[config.mk]
export PLATFORM = sky130hd
export DESIGN_NAME = pipeline_hazard_ctrl_flat
export DESIGN_NICKNAME = d
export VERILOG_FILES = /design/src/rtl/pipeline_hazard_ctrl_pkg.sv /design/src/rtl/pipeline_hazard_ctrl_if.sv /design/src/rtl/pipeline_hazard_ctrl_priority_enc8.sv /design/src/rtl/pipeline_hazard_ctrl.sv /design/src/flat_wrapper.sv
export SDC_FILE = /design/constraint.sdc
export NUM_CORES = 1
export LEC_CHECK = 0
export ABC_AREA = 1
export BUFFER_PORTS_ARGS = -buffer_cell sky130_fd_sc_hd__buf_4
export CORE_MARGIN = 3
export CORE_UTILIZATION = 50
export CTS_BUF_LIST = sky130_fd_sc_hd__clkbuf_4 sky130_fd_sc_hd__clkbuf_8
export DETAILED_ROUTE_END_ITERATION = 7
export HOLD_SLACK_MARGIN = 0.12
export PLACE_DENSITY = 0.78
export SLEW_MARGIN = 20
export SYNTH_ARGS = -nofsm -noshare
export SYNTH_HDL_FRONTEND = slang
export SYNTH_HIERARCHICAL = 1
export SYNTH_SLANG_ARGS = --single-unit
[constraint.sdc]
create_clock -name clk -period 1.6 [get_ports clk]
set_input_delay 0.32 -clock clk [delete_from_list [all_inputs] [get_ports clk]]
set_output_delay 0.32 -clock clk [all_outputs]
set_load 0.005 [all_outputs]
[src/rtl/pipeline_hazard_ctrl_pkg.sv]
// Shared processor package for the hazard controller.
// Holds the hazard FSM state encoding, the micro-op record and its NOP value,
// and the load-use hazard detection helper.
package pipeline_hazard_ctrl_pkg;

  // Hazard controller FSM states
  typedef enum logic [1:0] {
    IDLE     = 2'd0,
    LU_STALL = 2'd1,
    LMSM     = 2'd2
  } hz_state_e;

  // LM/SM micro-op handed to ID/EX
  typedef struct packed {
    logic       valid;
    logic [2:0] idx;
    logic [2:0] offset;
    logic       last;
  } uop_t;

  // NOP micro-op: what ID/EX sees whenever no LM/SM step is being issued
  localparam uop_t UOP_NOP = '{valid: 1'b0, idx: 3'd0, offset: 3'd0, last: 1'b0};

  // A load in EX whose destination is read by the instruction in ID.
  // r0 is hardwired, so a load targeting it never creates a dependency.
  function automatic logic load_use_hazard(
    input logic       id_valid,
    input logic       ex_is_load,
    input logic       ex_rf_we,
    input logic [2:0] ex_rf_waddr,
    input logic       id_use_ra,
    input logic [2:0] id_ra,
    input logic       id_use_rb,
    input logic [2:0] id_rb
  );
    return id_valid && ex_is_load && ex_rf_we && (ex_rf_waddr != 3'd0) &&
           ((id_use_ra && (ex_rf_waddr == id_ra)) ||
            (id_use_rb && (ex_rf_waddr == id_rb)));
  endfunction

endpackage

[src/rtl/pipeline_hazard_ctrl_if.sv]
// Bundle between the pipeline datapath and the hazard controller.
// master: the datapath side (drives ID/EX status, receives stall/flush/uop).
// slave : the hazard controller.
interface pipeline_hazard_ctrl_if;

  logic       id_valid;
  logic       id_is_lmsm;
  logic [7:0] id_lmsm_mask;
  logic [2:0] id_ra;
  logic [2:0] id_rb;
  logic       id_use_ra;
  logic       id_use_rb;
  logic       ex_is_load;
  logic       ex_rf_we;
  logic [2:0] ex_rf_waddr;
  logic       ex_redirect;

  logic       pc_stall;
  logic       ifid_stall;
  logic       idex_bubble;
  logic       ifid_flush;
  logic       uop_valid;
  logic [2:0] uop_reg;
  logic [2:0] uop_offset;
  logic       uop_last;
  logic       busy;

  modport master (
    output id_valid, id_is_lmsm, id_lmsm_mask, id_ra, id_rb, id_use_ra, id_use_rb,
    output ex_is_load, ex_rf_we, ex_rf_waddr, ex_redirect,
    input  pc_stall, ifid_stall, idex_bubble, ifid_flush,
    input  uop_valid, uop_reg, uop_offset, uop_last, busy
  );

  modport slave (
    input  id_valid, id_is_lmsm, id_lmsm_mask, id_ra, id_rb, id_use_ra, id_use_rb,
    input  ex_is_load, ex_rf_we, ex_rf_waddr, ex_redirect,
    output pc_stall, ifid_stall, idex_bubble, ifid_flush,
    output uop_valid, uop_reg, uop_offset, uop_last, busy
  );

endinterface

[src/rtl/pipeline_hazard_ctrl_priority_enc8.sv]
// Lowest-set-bit finder.
// Ports: data  - 8-bit vector to scan
//        idx   - index of the lowest set bit (0 when data is zero)
//        valid - data has at least one bit set
module priority_enc8 (
  input  logic [7:0] data,
  output logic [2:0] idx,
  output logic       valid
);

  // Scan from bit 0 upward; the first matching pattern wins
  always_comb begin
    idx   = 3'd0;
    valid = 1'b1;
    casez (data)
      8'b???????1: idx = 3'd0;
      8'b??????10: idx = 3'd1;
      8'b?????100: idx = 3'd2;
      8'b????1000: idx = 3'd3;
      8'b???10000: idx = 3'd4;
      8'b??100000: idx = 3'd5;
      8'b?1000000: idx = 3'd6;
      8'b10000000: idx = 3'd7;
      default:     valid = 1'b0;
    endcase
  end

endmodule

[src/rtl/pipeline_hazard_ctrl.sv]
// Pipeline hazard controller: load-use stall, LM/SM micro-op sequencing and
// redirect squash.
// Ports: clk - clock, all state on rising edge
//        rst - synchronous active-high reset
//        hz  - slave side of pipeline_hazard_ctrl_if (ID/EX status in,
//              pc_stall/ifid_stall/idex_bubble/ifid_flush, uop_*, busy out)
// Stall/flush/uop outputs are combinational from state and current inputs so
// the front end is held in the very cycle a hazard is seen.
module pipeline_hazard_ctrl (
  input logic                   clk,
  input logic                   rst,
  pipeline_hazard_ctrl_if.slave hz
);

  import pipeline_hazard_ctrl_pkg::*;

  hz_state_e  state_r;
  hz_state_e  state_nxt_s;
  logic [7:0] mask_r;
  logic [7:0] mask_nxt_s;
  logic [2:0] cnt_r;
  logic [2:0] cnt_nxt_s;

  logic       lu_hazard_s;
  logic [2:0] enc_idx_s;
  logic       enc_valid_s;
  logic [7:0] mask_rest_s;
  uop_t       uop_s;
  logic       pc_stall_s;
  logic       ifid_stall_s;
  logic       idex_bubble_s;
  logic       ifid_flush_s;

  priority_enc8 u_lsb_find (
    .data  (mask_r),
    .idx   (enc_idx_s),
    .valid (enc_valid_s)
  );

  assign lu_hazard_s = load_use_hazard(hz.id_valid, hz.ex_is_load, hz.ex_rf_we,
                                       hz.ex_rf_waddr, hz.id_use_ra, hz.id_ra,
                                       hz.id_use_rb, hz.id_rb);

  // Remaining mask with the lowest set bit removed
  assign mask_rest_s = mask_r & (mask_r - 8'd1);

  // FSM state, latched LM/SM mask and transfer offset counter
  always_ff @(posedge clk) begin
    if (rst) begin
      state_r <= IDLE;
      mask_r  <= 8'd0;
      cnt_r   <= 3'd0;
    end else begin
      state_r <= state_nxt_s;
      mask_r  <= mask_nxt_s;
      cnt_r   <= cnt_nxt_s;
    end
  end

  // Next-state and output decode; redirect overrides every state
  always_comb begin
    state_nxt_s   = state_r;
    mask_nxt_s    = mask_r;
    cnt_nxt_s     = cnt_r;
    uop_s         = UOP_NOP;
    pc_stall_s    = 1'b0;
    ifid_stall_s  = 1'b0;
    idex_bubble_s = 1'b0;
    ifid_flush_s  = 1'b0;

    if (hz.ex_redirect) begin
      ifid_flush_s  = 1'b1;
      idex_bubble_s = 1'b1;
      state_nxt_s   = IDLE;
      mask_nxt_s    = 8'd0;
      cnt_nxt_s     = 3'd0;
    end else begin
      case (state_r)
        IDLE: begin
          if (lu_hazard_s) begin
            pc_stall_s    = 1'b1;
            ifid_stall_s  = 1'b1;
            idex_bubble_s = 1'b1;
            state_nxt_s   = LU_STALL;
          end else if (hz.id_valid && hz.id_is_lmsm) begin
            mask_nxt_s  = hz.id_lmsm_mask;
            cnt_nxt_s   = 3'd0;
            state_nxt_s = LMSM;
          end else begin
            state_nxt_s = IDLE;
          end
        end
        // One bubble is enough: the load result is forwarded from MEM/WB next
        LU_STALL: begin
          state_nxt_s = IDLE;
        end
        // Load-use is deliberately not checked here; micro-ops never depend on
        // the load that preceded the LM/SM
        LMSM: begin
          if (enc_valid_s) begin
            uop_s.valid  = 1'b1;
            uop_s.idx    = enc_idx_s;
            uop_s.offset = cnt_r;
            uop_s.last   = (mask_rest_s == 8'd0);
            pc_stall_s   = !uop_s.last;
            ifid_stall_s = !uop_s.last;
            mask_nxt_s   = mask_rest_s;
            cnt_nxt_s    = cnt_r + 3'd1;
            if (uop_s.last) begin
              state_nxt_s = IDLE;
            end else begin
              state_nxt_s = LMSM;
            end
          end else begin
            // Empty mask: single NOP slot, nothing transferred
            idex_bubble_s = 1'b1;
            state_nxt_s   = IDLE;
          end
        end
        default: begin
          state_nxt_s = IDLE;
          mask_nxt_s  = 8'd0;
          cnt_nxt_s   = 3'd0;
        end
      endcase
    end
  end

  assign hz.pc_stall    = pc_stall_s;
  assign hz.ifid_stall  = ifid_stall_s;
  assign hz.idex_bubble = idex_bubble_s;
  assign hz.ifid_flush  = ifid_flush_s;
  assign hz.uop_valid   = uop_s.valid;
  assign hz.uop_reg     = uop_s.idx;
  assign hz.uop_offset  = uop_s.offset;
  assign hz.uop_last    = uop_s.last;
  assign hz.busy        = (state_r == LMSM);

endmodule

[src/flat_wrapper.sv]
// flat-port wrapper written by rule: the top's interface ports become plain ports
module pipeline_hazard_ctrl_flat import pipeline_hazard_ctrl_pkg::*;
  (clk, rst, hz_id_valid, hz_id_is_lmsm, hz_id_lmsm_mask, hz_id_ra, hz_id_rb, hz_id_use_ra, hz_id_use_rb, hz_ex_is_load, hz_ex_rf_we, hz_ex_rf_waddr, hz_ex_redirect, hz_pc_stall, hz_ifid_stall, hz_idex_bubble, hz_ifid_flush, hz_uop_valid, hz_uop_reg, hz_uop_offset, hz_uop_last, hz_busy);
  pipeline_hazard_ctrl_if hz_i ();
  input logic clk;
  input logic rst;
  input wire logic [$bits(hz_i.id_valid)-1:0] hz_id_valid;
  input wire logic [$bits(hz_i.id_is_lmsm)-1:0] hz_id_is_lmsm;
  input wire logic [$bits(hz_i.id_lmsm_mask)-1:0] hz_id_lmsm_mask;
  input wire logic [$bits(hz_i.id_ra)-1:0] hz_id_ra;
  input wire logic [$bits(hz_i.id_rb)-1:0] hz_id_rb;
  input wire logic [$bits(hz_i.id_use_ra)-1:0] hz_id_use_ra;
  input wire logic [$bits(hz_i.id_use_rb)-1:0] hz_id_use_rb;
  input wire logic [$bits(hz_i.ex_is_load)-1:0] hz_ex_is_load;
  input wire logic [$bits(hz_i.ex_rf_we)-1:0] hz_ex_rf_we;
  input wire logic [$bits(hz_i.ex_rf_waddr)-1:0] hz_ex_rf_waddr;
  input wire logic [$bits(hz_i.ex_redirect)-1:0] hz_ex_redirect;
  output wire logic [$bits(hz_i.pc_stall)-1:0] hz_pc_stall;
  output wire logic [$bits(hz_i.ifid_stall)-1:0] hz_ifid_stall;
  output wire logic [$bits(hz_i.idex_bubble)-1:0] hz_idex_bubble;
  output wire logic [$bits(hz_i.ifid_flush)-1:0] hz_ifid_flush;
  output wire logic [$bits(hz_i.uop_valid)-1:0] hz_uop_valid;
  output wire logic [$bits(hz_i.uop_reg)-1:0] hz_uop_reg;
  output wire logic [$bits(hz_i.uop_offset)-1:0] hz_uop_offset;
  output wire logic [$bits(hz_i.uop_last)-1:0] hz_uop_last;
  output wire logic [$bits(hz_i.busy)-1:0] hz_busy;
  assign hz_i.id_valid = hz_id_valid;
  assign hz_i.id_is_lmsm = hz_id_is_lmsm;
  assign hz_i.id_lmsm_mask = hz_id_lmsm_mask;
  assign hz_i.id_ra = hz_id_ra;
  assign hz_i.id_rb = hz_id_rb;
  assign hz_i.id_use_ra = hz_id_use_ra;
  assign hz_i.id_use_rb = hz_id_use_rb;
  assign hz_i.ex_is_load = hz_ex_is_load;
  assign hz_i.ex_rf_we = hz_ex_rf_we;
  assign hz_i.ex_rf_waddr = hz_ex_rf_waddr;
  assign hz_i.ex_redirect = hz_ex_redirect;
  assign hz_pc_stall = hz_i.pc_stall;
  assign hz_ifid_stall = hz_i.ifid_stall;
  assign hz_idex_bubble = hz_i.idex_bubble;
  assign hz_ifid_flush = hz_i.ifid_flush;
  assign hz_uop_valid = hz_i.uop_valid;
  assign hz_uop_reg = hz_i.uop_reg;
  assign hz_uop_offset = hz_i.uop_offset;
  assign hz_uop_last = hz_i.uop_last;
  assign hz_busy = hz_i.busy;
  pipeline_hazard_ctrl u_core (.clk(clk), .rst(rst), .hz(hz_i));
endmodule
-- After elaboration in Yosys (flattened, before gate mapping)
Cells that the tools add are included.
- register bits: 13
- input port bits: 26
- word-level logic and storage cells: 62
- $add $sub $neg: 2
- equal/unequal tests: 14
- muxes and demuxes: 26
- bitwise logic cells: 2
- reductions and logical operators: 15
- operators with widths (kind ; count):
    $mux 8 ; 6
    $pmux 8 s3 ; 1
    $pmux 3 s7 ; 1
    $mux 3 ; 3
    $pmux 3 s3 ; 1
    $and 8x8->8 ; 1
    $eq 8x8->1 const B ; 1
    $logic_not 8->1 ; 1
    $mux 2 ; 4
    $reduce_or 8->1 ; 1
    $sub 8x1->8 const B ; 1
    $eq 7x7->1 const B ; 1
    $logic_and 1x1->1 ; 7
    $mux 1 ; 7
    $eq 3x3->1 ; 2
    $eq 6x6->1 const B ; 1
    $eq 5x5->1 const B ; 1
    $eq 2x2->1 const B ; 2
    $eq 4x4->1 const B ; 1
    $ne 2x1->1 const B ; 2
    $pmux 1 s2 ; 2
    $pmux 2 s2 ; 1
    $reduce_and 4->1 ; 1
    $add 3x1->3 const B ; 1
    other kinds (9) ; 9

-- Depth between registers and ports, before layout
Gate-level depths: netlist of the first run.
- depth after elaboration: 7
- gate-level depth with buffers: 12
- depth with buffers taken out: 11

-- Hierarchy
The synthesis of the first run kept the hierarchy.
- by module, submodules not included (module ; instances ; cells an instance ; area each (um^2)):
    pipeline_hazard_ctrl ; 1 ; 205 ; 1152.4
    priority_enc8 ; 1 ; 17 ; 96.3

-- Worst setup path after synthesis of the first run
Ideal clock, no wire load.
- path type: input-to-output
- from: input port hz_ex_rf_waddr[1]
- to: output port hz_pc_stall
- arrival: 1.251 ns
- required time: 1.280 ns
- path slack: 0.029 ns
- stages: 10
- path through: inv_2 nand2_1 nand2_1 nor2_2 nand2_1 nand2_2 nand3_4 buf_6 a21oi_1 buf_4
- longest elaborated chain between the ends: 7
- elaborated cells between the ends (all ways): 11
- RTL lines (what ; RTL line ; text):
    start: declaration ; flat_wrapper.sv:16 ; input wire logic [$bits(hz_i.ex_rf_waddr)-1:0] hz_ex_rf_waddr;
    $eq 3x3->1, on equally long branches ; pipeline_hazard_ctrl_pkg.sv:37, pipeline_hazard_ctrl_pkg.sv:38 ;
    $logic_and 1x1->1, on equally long branches ; pipeline_hazard_ctrl_pkg.sv:37, pipeline_hazard_ctrl_pkg.sv:38 ;
    $logic_or 1x1->1 ; pipeline_hazard_ctrl_pkg.sv:37 ; ((id_use_ra && (ex_rf_waddr == id_ra)) ||
    $logic_and 1x1->1 (*) ; pipeline_hazard_ctrl_pkg.sv:36 ; return id_valid && ex_is_load && ex_rf_we && (ex_rf_waddr != 3'd0) &&
    $mux 1 (*) ; - ;
    $pmux 1 s2 (*) ; - ;
    $mux 1 (*) ; - ;
    end: declaration ; flat_wrapper.sv:18 ; output wire logic [$bits(hz_i.pc_stall)-1:0] hz_pc_stall;
Every way passes the cells marked *; elsewhere a longest branch is shown, timed or not.

-- Worst setup path in the final report of the first run
- from: register u_core.mask_r[5]
- to: output port hz_uop_reg[0]
- longest elaborated chain between the ends: 6
- elaborated cells between the ends (all ways): 9
- RTL lines (what ; RTL line ; text):
    start: declaration ; pipeline_hazard_ctrl.sv:19 ; logic [7:0] mask_r;
    start signal: assignment ; pipeline_hazard_ctrl.sv:55 ; mask_r <= mask_nxt_s;
    $eq 8x8->1 (tied with other cells) ; pipeline_hazard_ctrl_priority_enc8.sv:15 ; casez (data)
    $reduce_or 8->1 (no source line) (*) ; - ;
    $mux 1 (*) ; pipeline_hazard_ctrl_priority_enc8.sv:15 ;
    via u_core.enc_valid_s ; pipeline_hazard_ctrl.sv:26 ; logic enc_valid_s;
    $mux 8 (*) ; pipeline_hazard_ctrl.sv:100 ; if (enc_valid_s) begin
    $mux 8 (*) ; pipeline_hazard_ctrl.sv:78 ; case (state_r)
    $mux 8 (*) ; pipeline_hazard_ctrl.sv:71 ; if (hz.ex_redirect) begin
    end: declaration ; flat_wrapper.sv:23 ; output wire logic [$bits(hz_i.uop_reg)-1:0] hz_uop_reg;
The timed path passes the listed nets; every way through them passes the cells marked *.

==> run_results.csv, run 1 <==
group,metric,value,unit
logic_synthesis,syn_area,1250,um2
floorplan,io_pins,39,
place,portBuffers,38,
finish,layout-drive-gt1-share,47.7,%
setup_path,crit_type,"reg2out",
drt,routed_wl,3.98,mm
floorplan,core,2300,um2
setup_path,path_cells,"nor2_4, o21ai_2, nand4_1, inv_2, nor2_4, nand2_2, buf_6, nor2_2, buf_4",
setup_path,cp-start-kind,"register",
floorplan,die_width,56.0,um
floorplan,fp.dieH,56.0,um
sta,setup_violations,11,
setup_path,crit_arrival,1.60,ns
clock_tree,root_buffer,"clkbuf_4",
clock_tree,htreeDepth,1,
logic_synthesis,yosysSeqAreaShare,20.8,%
flow_run,drv_cap,0,
drt,wl_per_cell,12.6,um
setup_path,end_kind,"primary output",
drt,drt_iter0_drc,77,
sta,finalMaxSlewViolations,0,
outcome,status,"finished, violations left",
finish,utilization,82.6,%
sta,hold_violations,0,
setup_path,path_max_fanout,4,
global_routing,grt_max_degree,13,
power_and_ir_drop,cellLeakagePower,0.00101,uW
outcome,violations,"setup timing",
setup_path,r2r-start,"u_core/mask_r[1]",
logic_synthesis,synth.avg_cell_area,5.62,um2
logic_synthesis,ys.flop_type,"dfxtp_1",
drt,dr.pass1.iters,5,
place,hpwl,2.58,mm
place,post-place-cells,302,
setup_path,critPathRequiredTime,1.28,ns
floorplan,rows,17,
power_and_ir_drop,ir_drop,582,uV
logic_synthesis,synth_top_cell_by_area,"dfxtp_1",
logic_synthesis,synth_top_area_share,20.8,%
clock_tree,clk_latency,0.28,ns
clock_tree,cts.clk_slew.worst_paths,0.09,ns
sta,finalCritPeriodShare,120,%
finish,fillers,166,
drt,postRouteAntennaNets,0,
power_and_ir_drop,p_per_area,506,nW/um2
sta,fin_worst_skew,0.00244,ns
global_routing,antenna_found_initial,0,
logic_synthesis,ys_warn_count,6,
min_path,min_from,"hz_id_lmsm_mask[0]",
clock_tree,ctsLongestPathBuffers,2,
clock_tree,ctsHoldBuffers,0,
sta,timing.final.ws_setup,-0.320,ns
drt,drt-vias-per-instance,5.07,
min_path,hp-class,"in2reg",
sta,relSlewSlack,79.9,%
logic_synthesis,yosysUniqueCellTypes,26,
logic_synthesis,synthArstFlopShare,0,%
logic_synthesis,syn_nets,249,
sta,rsz0062_at_grt,"true",
place,dp_slack,-0.0989,ns
place,placed_area,1680,um2
clock_tree,numCtsBuffers,3,
floorplan,initial_core_util,54.4,%
finish,fin_area,1900,um2
logic_synthesis,ys_ff_latch,13,
logic_synthesis,synth_common_cells,"nand2_1 (58), inv_1 (41), nor2_1 (29)",
logic_synthesis,syn_inst,222,
clock_tree,clock_sinks,13,
sta,whs,0.391,ns
sta,period_needed,1.92,ns
setup_path,slowest_delay,0.35,ns
sta,worst_pin_slew,0.298,ns
finish,nNetsFinal,315,
place,gp_congestion,0.880,
drt,via_count,1596,
setup_path,path_common_cell,"nor2_4",
drt,drc_errors,0,
sta,fmax,521,MHz
clock_tree,cts_tree,"yes",
floorplan,die_area,3130,um2
finish,final_cells,315,
logic_synthesis,synth_edf_count,0,
logic_synthesis,ys_top_cells_by_area,"dfxtp_1 (21%), nand2_1 (17%), inv_1 (12%)",
finish,synthToLayoutAreaGrowth,51.9,%
logic_synthesis,yosysMostFrequentCell,"nand2_1",
finish,antenna_cells,0,
global_routing,grt_pass1_wl,5.89,mm
global_routing,grt_usage,22.7,%
setup_path,startpoint,"u_core/mask_r[5]",
global_routing,first_global_vias,1387,
setup_path,cpMaxStageDelayCell,"dfxtp_2",
global_routing,globalRoute.totalOverflow,0,
-- worst max-delay path, delay by kind of cell (launching register included) --
kind                   cells  cell delay, ns
AO/OA/AOI/OAI              1            0.08
buffers and inverters      3            0.32
flip-flops                 1            0.35
AND/OR/NAND/NOR            5            0.56
-- layout by cell type (no fill, tap or decap), types with 3 or more instances in the layout --
cell and count:
dfxtp_2 3, inv_1 36, o21ai_0 3, dfxtp_1 7, nand2_1 55, nor2_1 18, buf_6 7, nand2_2 13
a21oi_1 5, o21ai_2 3, clkbuf_4 3, nor2_2 18, nor2_4 5, dfxtp_4 3, nand4_1 13, nand3_1 6
buf_4 62, inv_2 13
-- what timing repair did --
item / CTS / global route
pin swaps: 12 / 13
gates resized for setup: 34 / 12
buffers inserted: 5 / 5
setup endpoints to repair: 22 / 22
-- final timing paths --
path / endpoint / cells past startpoint / slack (ns)
max: hz_uop_reg[0] / 9 / -0.32
min: u_core/mask_r[0] / 5 / 0.39
max reg2reg: u_core/state_r[1] / 10 / 0.07
min reg2reg: u_core/cnt_r[1] / 4 / 0.60
-- stage by stage --
stage	setup TNS (ns)	power (uW)
final	-3.10	960
after global routing	-3.69	1020
after CTS	-2.42	914
after detailed placement	-1.07	679
after global placement	-0.540	675
after floorplan	0	555
-- where the power goes --
part | internal [uW] | switching (uW)
Combinational | 184 | 211
Sequential | 334 | 16.1
Clock | 92.8 | 123
-- logic make-up after synthesis --
family | after synthesis | synth area share (%)
adders and majority gates | 1 | 1.00
and+or+nand+nor | 132 | 49.6
AOI/OAI and AO/OA | 19 | 9.22
DFF | 13 | 20.8
buffers and inverters | 57 | 19.3
-- sequential cells by signal (all words and copies together), names as in the netlist --
name            count
u_core/mask_r       8
u_core/cnt_r        3
u_core/state_r      2
-- cell type report --
type                    instances  area (um2)  area share (%)
repair buffers                 69         544            28.7
inverters                      49         184            9.70
flip-flops and latches         13         275            14.5
well taps                      28        35.0            1.85
multi-input cells             152         831            43.8
clock inverters                 1        5.00           0.264
clock buffers                   3        22.5            1.19
-- layer usage --
| layer | vias to the layer above | track usage, % | routed length [um] |
|---|---|---|---|
| met4 | 0 | 3.05 | 99 |
| met2 | 79 | 39.1 | 1840 |
| met3 | 14 | 3.71 | 309 |
| li1 | 802 | - | - |
| met5 | - | 0 | 0 |
| met1 | 701 | 30.4 | 1740 |
Note: power is estimated with default switching activity, not from simulation.
==> inputs of run 2 (changes only) <==
PLACE_DENSITY = 0.79   (was 0.78)
SYNTH_HIERARCHICAL = unset   (was 1)
==> run_results.csv, run 2 <==
group,metric,value,unit
finish,antenna_cells,0,
clock_tree,ctsHoldBuffers,0,
logic_synthesis,synth_top_area_share,22.1,%
logic_synthesis,yosys.area_share.simple,51.0,%
sta,fin_worst_skew,0.00307,ns
sta,relSlewSlack,78.0,%
logic_synthesis,synth_mux_area_share,0,%
sta,timing.final.ws_setup,-0.366,ns
place,dp_slack,-0.0546,ns
sta,rsz0062_at_grt,"true",
logic_synthesis,ys_warn_count,0,
floorplan,rows,16,
power_and_ir_drop,ir_drop,497,uV
drt,routed_wl,3.55,mm
sta,fmax,509,MHz
drt,via_count,1469,
clock_tree,clock_sinks,13,
setup_path,r2r-end,"u_core.mask_r[1]",
global_routing,grt_max_degree,13,
finish,top_register,"u_core.mask_r",
global_routing,antenna_found_initial,0,
finish,layout-drive-gt1-share,40.5,%
setup_path,regToRegSetupSlack,0.04,ns
sta,setup_violations,11,
outcome,violations,"setup timing",
outcome,status,"finished, violations left",
drt,drt_iter0_drc,44,
power_and_ir_drop,cellLeakagePower,0.000929,uW
place,gp_congestion,0.814,
floorplan,die_width,54.6,um
logic_synthesis,syn_inst,209,
logic_synthesis,yosysUniqueCellTypes,26,
clock_tree,numCtsBuffers,3,
logic_synthesis,ys.flop_type,"dfxtp_1",
setup_path,path_depth,8,
setup_path,path_cells,"buf_4, inv_1, nand2_1, nand2_1, nand3_1, nand2_2, a21oi_2, buf_4",
sta,whs,0.385,ns
setup_path,cp_top_family,"simple AND/OR/NAND/NOR gates",
global_routing,first_global_vias,1337,
setup_path,reg2regPathDepth,9,
drt,drt-vias-per-instance,5.05,
setup_path,cpMaxStageDelayCell,"dfxtp_1",
floorplan,initial_core_util,56.1,%
logic_synthesis,synth_top_family_by_area,"simple AND/OR/NAND/NOR gates",
global_routing,grt_pass1_wl,5.60,mm
global_routing,globalRoute.totalOverflow,0,
finish,synthToLayoutAreaGrowth,43.2,%
setup_path,critPathRequiredTime,1.28,ns
setup_path,path_buf_inv,3,
setup_path,slowest_delay,0.40,ns
clock_tree,clk_latency,0.28,ns
drt,postRouteAntennaNets,0,
sta,period_needed,1.97,ns
logic_synthesis,synth.avg_cell_area,5.65,um2
floorplan,fp.dieH,54.6,um
sta,finalCritPeriodShare,123,%
logic_synthesis,synthArstFlopShare,0,%
power_and_ir_drop,fin_total_pwr,951,uW
setup_path,crit_type,"reg2out",
setup_path,end_kind,"primary output",
place,hpwl,2.67,mm
logic_synthesis,synth_compound_area_share,7.64,%
logic_synthesis,syn_area,1180,um2
flow_run,drv_cap,0,
power_and_ir_drop,p_per_area,563,nW/um2
clock_tree,ctsLongestPathBuffers,2,
logic_synthesis,synth_edf_count,0,
drt,dr.pass1.iters,4,
finish,layout_commonest_cell,"nand2_1",
setup_path,endpoint,"hz_pc_stall",
drt,wl_per_cell,12.2,um
global_routing,grt_usage,25.6,%
min_path,hp-class,"in2reg",
setup_path,cp-start-kind,"register",
sta,worst_pin_slew,0.328,ns
logic_synthesis,synth_adder_area_share,1.06,%
sta,finalMaxSlewViolations,0,
floorplan,core,2100,um2
clock_tree,root_buffer,"clkbuf_4",
logic_synthesis,ys_ff_latch,13,
setup_path,r2r-start,"u_core.mask_r[0]",
place,portBuffers,38,
finish,largest_reg_flops,8,
logic_synthesis,synth_xor_area_share,0,%
logic_synthesis,yosysMostFrequentCell,"nand2_1",
sta,hold_violations,0,
setup_path,crit_arrival,1.65,ns
clock_tree,cts_tree,"yes",
logic_synthesis,synth_top_cell_by_area,"dfxtp_1",
logic_synthesis,synth_common_cells,"nand2_1 (67), nor2_1 (30), inv_1 (29)",
finish,reg.largest.list,"u_core.mask_r (8), u_core.cnt_r (3), u_core.state_r (2)",
logic_synthesis,ys_top_cells_by_area,"dfxtp_1 (22%), nand2_1 (21%), nor2_1 (9.5%)",
setup_path,startpoint,"u_core.mask_r[2]",
clock_tree,cts.clk_slew.worst_paths,0.09,ns
drt,drc_errors,0,
finish,fillers,165,
finish,final_cell_mix,"nand2_1 (64), buf_4 (57), nor2_1 (28)",
finish,nNetsFinal,292,
logic_synthesis,yosysSeqAreaShare,22.1,%
floorplan,die_area,2980,um2
clock_tree,htreeDepth,1,
logic_synthesis,syn_nets,236,
setup_path,path_max_fanout,3,
floorplan,io_pins,39,
==> run 2: cell count changes after synthesis, moves of 3 or more <==
cell     delta
inv_1      -12
nand2_1     +9
nand2_2     -8
nor2_2      -3
o21ai_0     -4
o21ai_1     +4
==> run 2: timing repair <==
| action | 4_1_cts | 5_1_grt |
|---|---|---|
| resized for setup | 15 | 10 |
| hold endpoints to repair | 0 | 0 |
| setup buffers | 2 | 2 |
| pin swaps | 2 | 3 |
| setup endpoints to repair | 12 | 13 |
==> run 2: worst reg2reg max path: cells and delay by family, from the launching register on <==
family                 cells  cell delay, ns
buffers and inverters      2            0.21
flip-flops                 1            0.35
AND/OR/NAND/NOR            7            0.90
==> run 2: metal layers <==
metal | vias up | part of all wire, % | global-route usage (%)
met5 | - | 0 | 0
met2 | 44 | 50 | 45.4
met3 | 8 | 5.2 | 3.27
li1 | 753 | - | -
met1 | 664 | 43 | 32.0
met4 | 0 | 2.0 | 7.05
==> run 2: where the power goes <==
group          switching, uW  leakage, uW  internal [uW]
clock                    126    0.0000184            114
sequential              14.0     0.000108            338
combinational            188     0.000802            171
total                    329     0.000929            622
==> run 2: cell type report <==
cell class	count	area, um2	share of cell area (%)
Multi-Input combinational cell	149	761	45.0
Sequential cell	13	268	15.9
Timing Repair Buffer	59	450	26.7
Clock buffer	4	30.0	1.78
Tap cell	27	33.8	2.00
Inverter	39	146	8.67
==> run 2: cell families after synthesis <==
| family | after synthesis |
|---|---|
| AND/OR/NAND/NOR | 132 |
| buffers and inverters | 47 |
| AO/OA/AOI/OAI | 16 |
| flip-flops | 13 |
| adder cells (fa/ha/maj) | 1 |
==> run 2: worst min path at each step <==
stage / cells past startpoint / start / to / slack [ns]
final: 5 / hz_id_lmsm_mask[0] / u_core.mask_r[0] / 0.39
after global routing: 5 / hz_id_lmsm_mask[1] / u_core.mask_r[1] / 0.45
after CTS: 5 / hz_id_lmsm_mask[0] / u_core.mask_r[0] / 0.39
after detailed placement: 4 / u_core.cnt_r[1] / u_core.cnt_r[1] / 0.55
after global placement: 4 / u_core.cnt_r[1] / u_core.cnt_r[1] / 0.52
after floorplan: 3 / rst / u_core.cnt_r[0] / 0.49
==> run 2: stage by stage <==
step / util [%] / cell area (um2) / TNS, ns / std cells
2_1_floorplan: - / 1180 / 0 / 209
3_3_place_gp: 74.1 / 1560 / 0 / 283
3_5_place_dp: 74.1 / 1560 / -0.104 / 283
4_1_cts: 78.4 / 1650 / -2.03 / 289
5_1_grt: 80.4 / 1690 / -3.59 / 291
6_report: 80.4 / 1690 / -2.63 / 291
==> inputs of run 3 (changes only) <==
BUFFER_PORTS_ARGS = unset   (was -buffer_cell sky130_fd_sc_hd__buf_4)
CORE_MARGIN = 5   (was 3)
DONT_BUFFER_PORTS = 1   (was unset)
PLACE_DENSITY = unset   (was 0.79)
==> run_results.csv, run 3 (synthesis gave the netlist of run 2 again) <==
group,metric,value,unit
setup_path,critPathRequiredTime,1.28,ns
floorplan,core,2230,um2
setup_path,cp-start-kind,"register",
power_and_ir_drop,swShare,34.7,%
drt,routed_wl,3.22,mm
drt,drc_errors,0,
outcome,status,"finished, violations left",
power_and_ir_drop,p_per_area,627,nW/um2
power_and_ir_drop,p_comb_share,32.0,%
sta,fin_worst_skew,0.00467,ns
finish,fillers,220,
floorplan,die_area,3430,um2
sta,timing.final.ws_setup,-0.224,ns
setup_path,end_kind,"primary output",
sta,setup_violations,9,
sta,relSlewSlack,77.8,%
floorplan,initial_core_util,52.8,%
global_routing,grt_usage,19.3,%
power_and_ir_drop,p_clk_share,27.1,%
floorplan,io_pins,39,
sta,worst_pin_slew,0.331,ns
power_and_ir_drop,seq_power_share,40.9,%
finish,final_cell_mix,"nand2_1 (63), nor2_1 (28), inv_1 (24)",
finish,register_area,275,um2
finish,top_register,"u_core.mask_r",
global_routing,antenna_found_initial,0,
clock_tree,root_buffer,"clkbuf_4",
finish,utilization,61.1,%
clock_tree,cts.clk_slew.worst_paths,0.09,ns
drt,postRouteAntennaNets,0,
clock_tree,ctsLongestPathBuffers,2,
min_path,hp-class,"in2reg",
drt,wl_per_cell,13.0,um
clock_tree,clock_sinks,13,
place,hpwl,2.38,mm
place,gp_congestion,0.988,
finish,synthToLayoutAreaGrowth,15.7,%
drt,drt-vias-per-instance,5.23,
clock_tree,numCtsBuffers,3,
outcome,violations,"setup timing",
sta,fmax,548,MHz
setup_path,path_max_fanout,4,
finish,antenna_cells,0,
power_and_ir_drop,internal_power,559,uW
sta,hold_violations,0,
setup_path,crit_arrival,1.50,ns
place,portBuffers,0,
power_and_ir_drop,ir_drop,386,uV
finish,multi_input_area,773,um2
global_routing,grt_max_degree,13,
clock_tree,htreeDepth,1,
setup_path,reg2regPathDepth,8,
flow_run,drv_cap,0,
sta,finalCritPeriodShare,114,%
floorplan,die_width,58.6,um
power_and_ir_drop,cellLeakagePower,0.000708,uW
clock_tree,clk_latency,0.28,ns
clock_tree,cts_tree,"yes",
finish,reg.largest.list,"u_core.mask_r (8), u_core.cnt_r (3), u_core.state_r (2)",
floorplan,rows,17,
place,dp_slack,0.0222,ns
sta,period_needed,1.82,ns
drt,dr.pass1.iters,4,
global_routing,first_global_vias,1259,
clock_tree,ctsHoldBuffers,0,
global_routing,grt_pass1_wl,5.13,mm
finish,layout-drive-gt1-share,29.7,%
finish,largest_reg_flops,8,
global_routing,globalRoute.totalOverflow,0,
sta,finalMaxSlewViolations,0,
setup_path,startpoint,"u_core.mask_r[0]",
min_path,min_from,"hz_id_lmsm_mask[0]",
place,placed_area,1210,um2
setup_path,r2r-start,"u_core.mask_r[0]",
sta,rsz0062_at_grt,"true",
power_and_ir_drop,switching_power,297,uW
finish,fin_area,1370,um2
setup_path,crit_type,"reg2out",
drt,drt_iter0_drc,56,
finish,nNetsFinal,247,
floorplan,fp.dieH,58.6,um
min_path,whs_path_depth,4,
finish,layout_commonest_cell,"nand2_1",
drt,via_count,1293,
[run 3: area by class of cell]
cell class	count	share of cell area, %
inverters	39	10.7
repair buffers	14	7.70
flip-flops and latches	13	20.2
clock buffers	4	2.20
multi-input cells	149	56.6
well taps	28	2.57
[run 3: stage by stage]
step	std cells	total power, uW	hold WS, ns	TNS [ns]
detailed placement	237	582	0.527	0
global route	247	920	0.312	-2.42
floorplan	209	543	0.487	0
CTS	246	841	0.288	-0.934
finish	247	856	0.294	-1.36
global placement	237	579	0.521	0
[run 3: what timing repair did]
| item | CTS | global route |
|---|---|---|
| setup buffers | 5 | 1 |
| gates resized for setup | 23 | 8 |
| pin swaps | 6 | 5 |
| endpoints found under the setup margin | 9 | 22 |
[run 3: final timing paths]
| path | to | slack (ns) |
|---|---|---|
| setup / recovery | hz_pc_stall | -0.22 |
| hold / removal | u_core.mask_r[0] | 0.29 |
| setup reg to reg | u_core.mask_r[7] | 0.12 |
| hold reg to reg | u_core.cnt_r[1] | 0.54 |
[run 3: metal layers]
metal  up-vias  wire, um  GRT usage [%]
met5         -         0              0
met4         0        74           9.71
met3         9       227           5.04
met2        47      1510           31.7
met1       573      1410           23.0
li1        664         -              -
[run 3: worst max-delay path, cell delays in order, from the launching register on]
cell     delay, ns
dfxtp_4       0.37
nor2_4        0.16
nand3_2       0.12
nand2_2       0.09
nand2_1       0.06
nor2_1        0.10
nand3_1       0.12
nand2_2       0.12
a21oi_4       0.07
[run 3: power by group through the flow]
stage	Clock [uW]	Sequential, uW	Combinational (uW)
detailed placement	0	356	226
global route	260	352	309
finish	232	350	274
CTS	239	349	253
floorplan	0	353	190
global placement	0	355	224
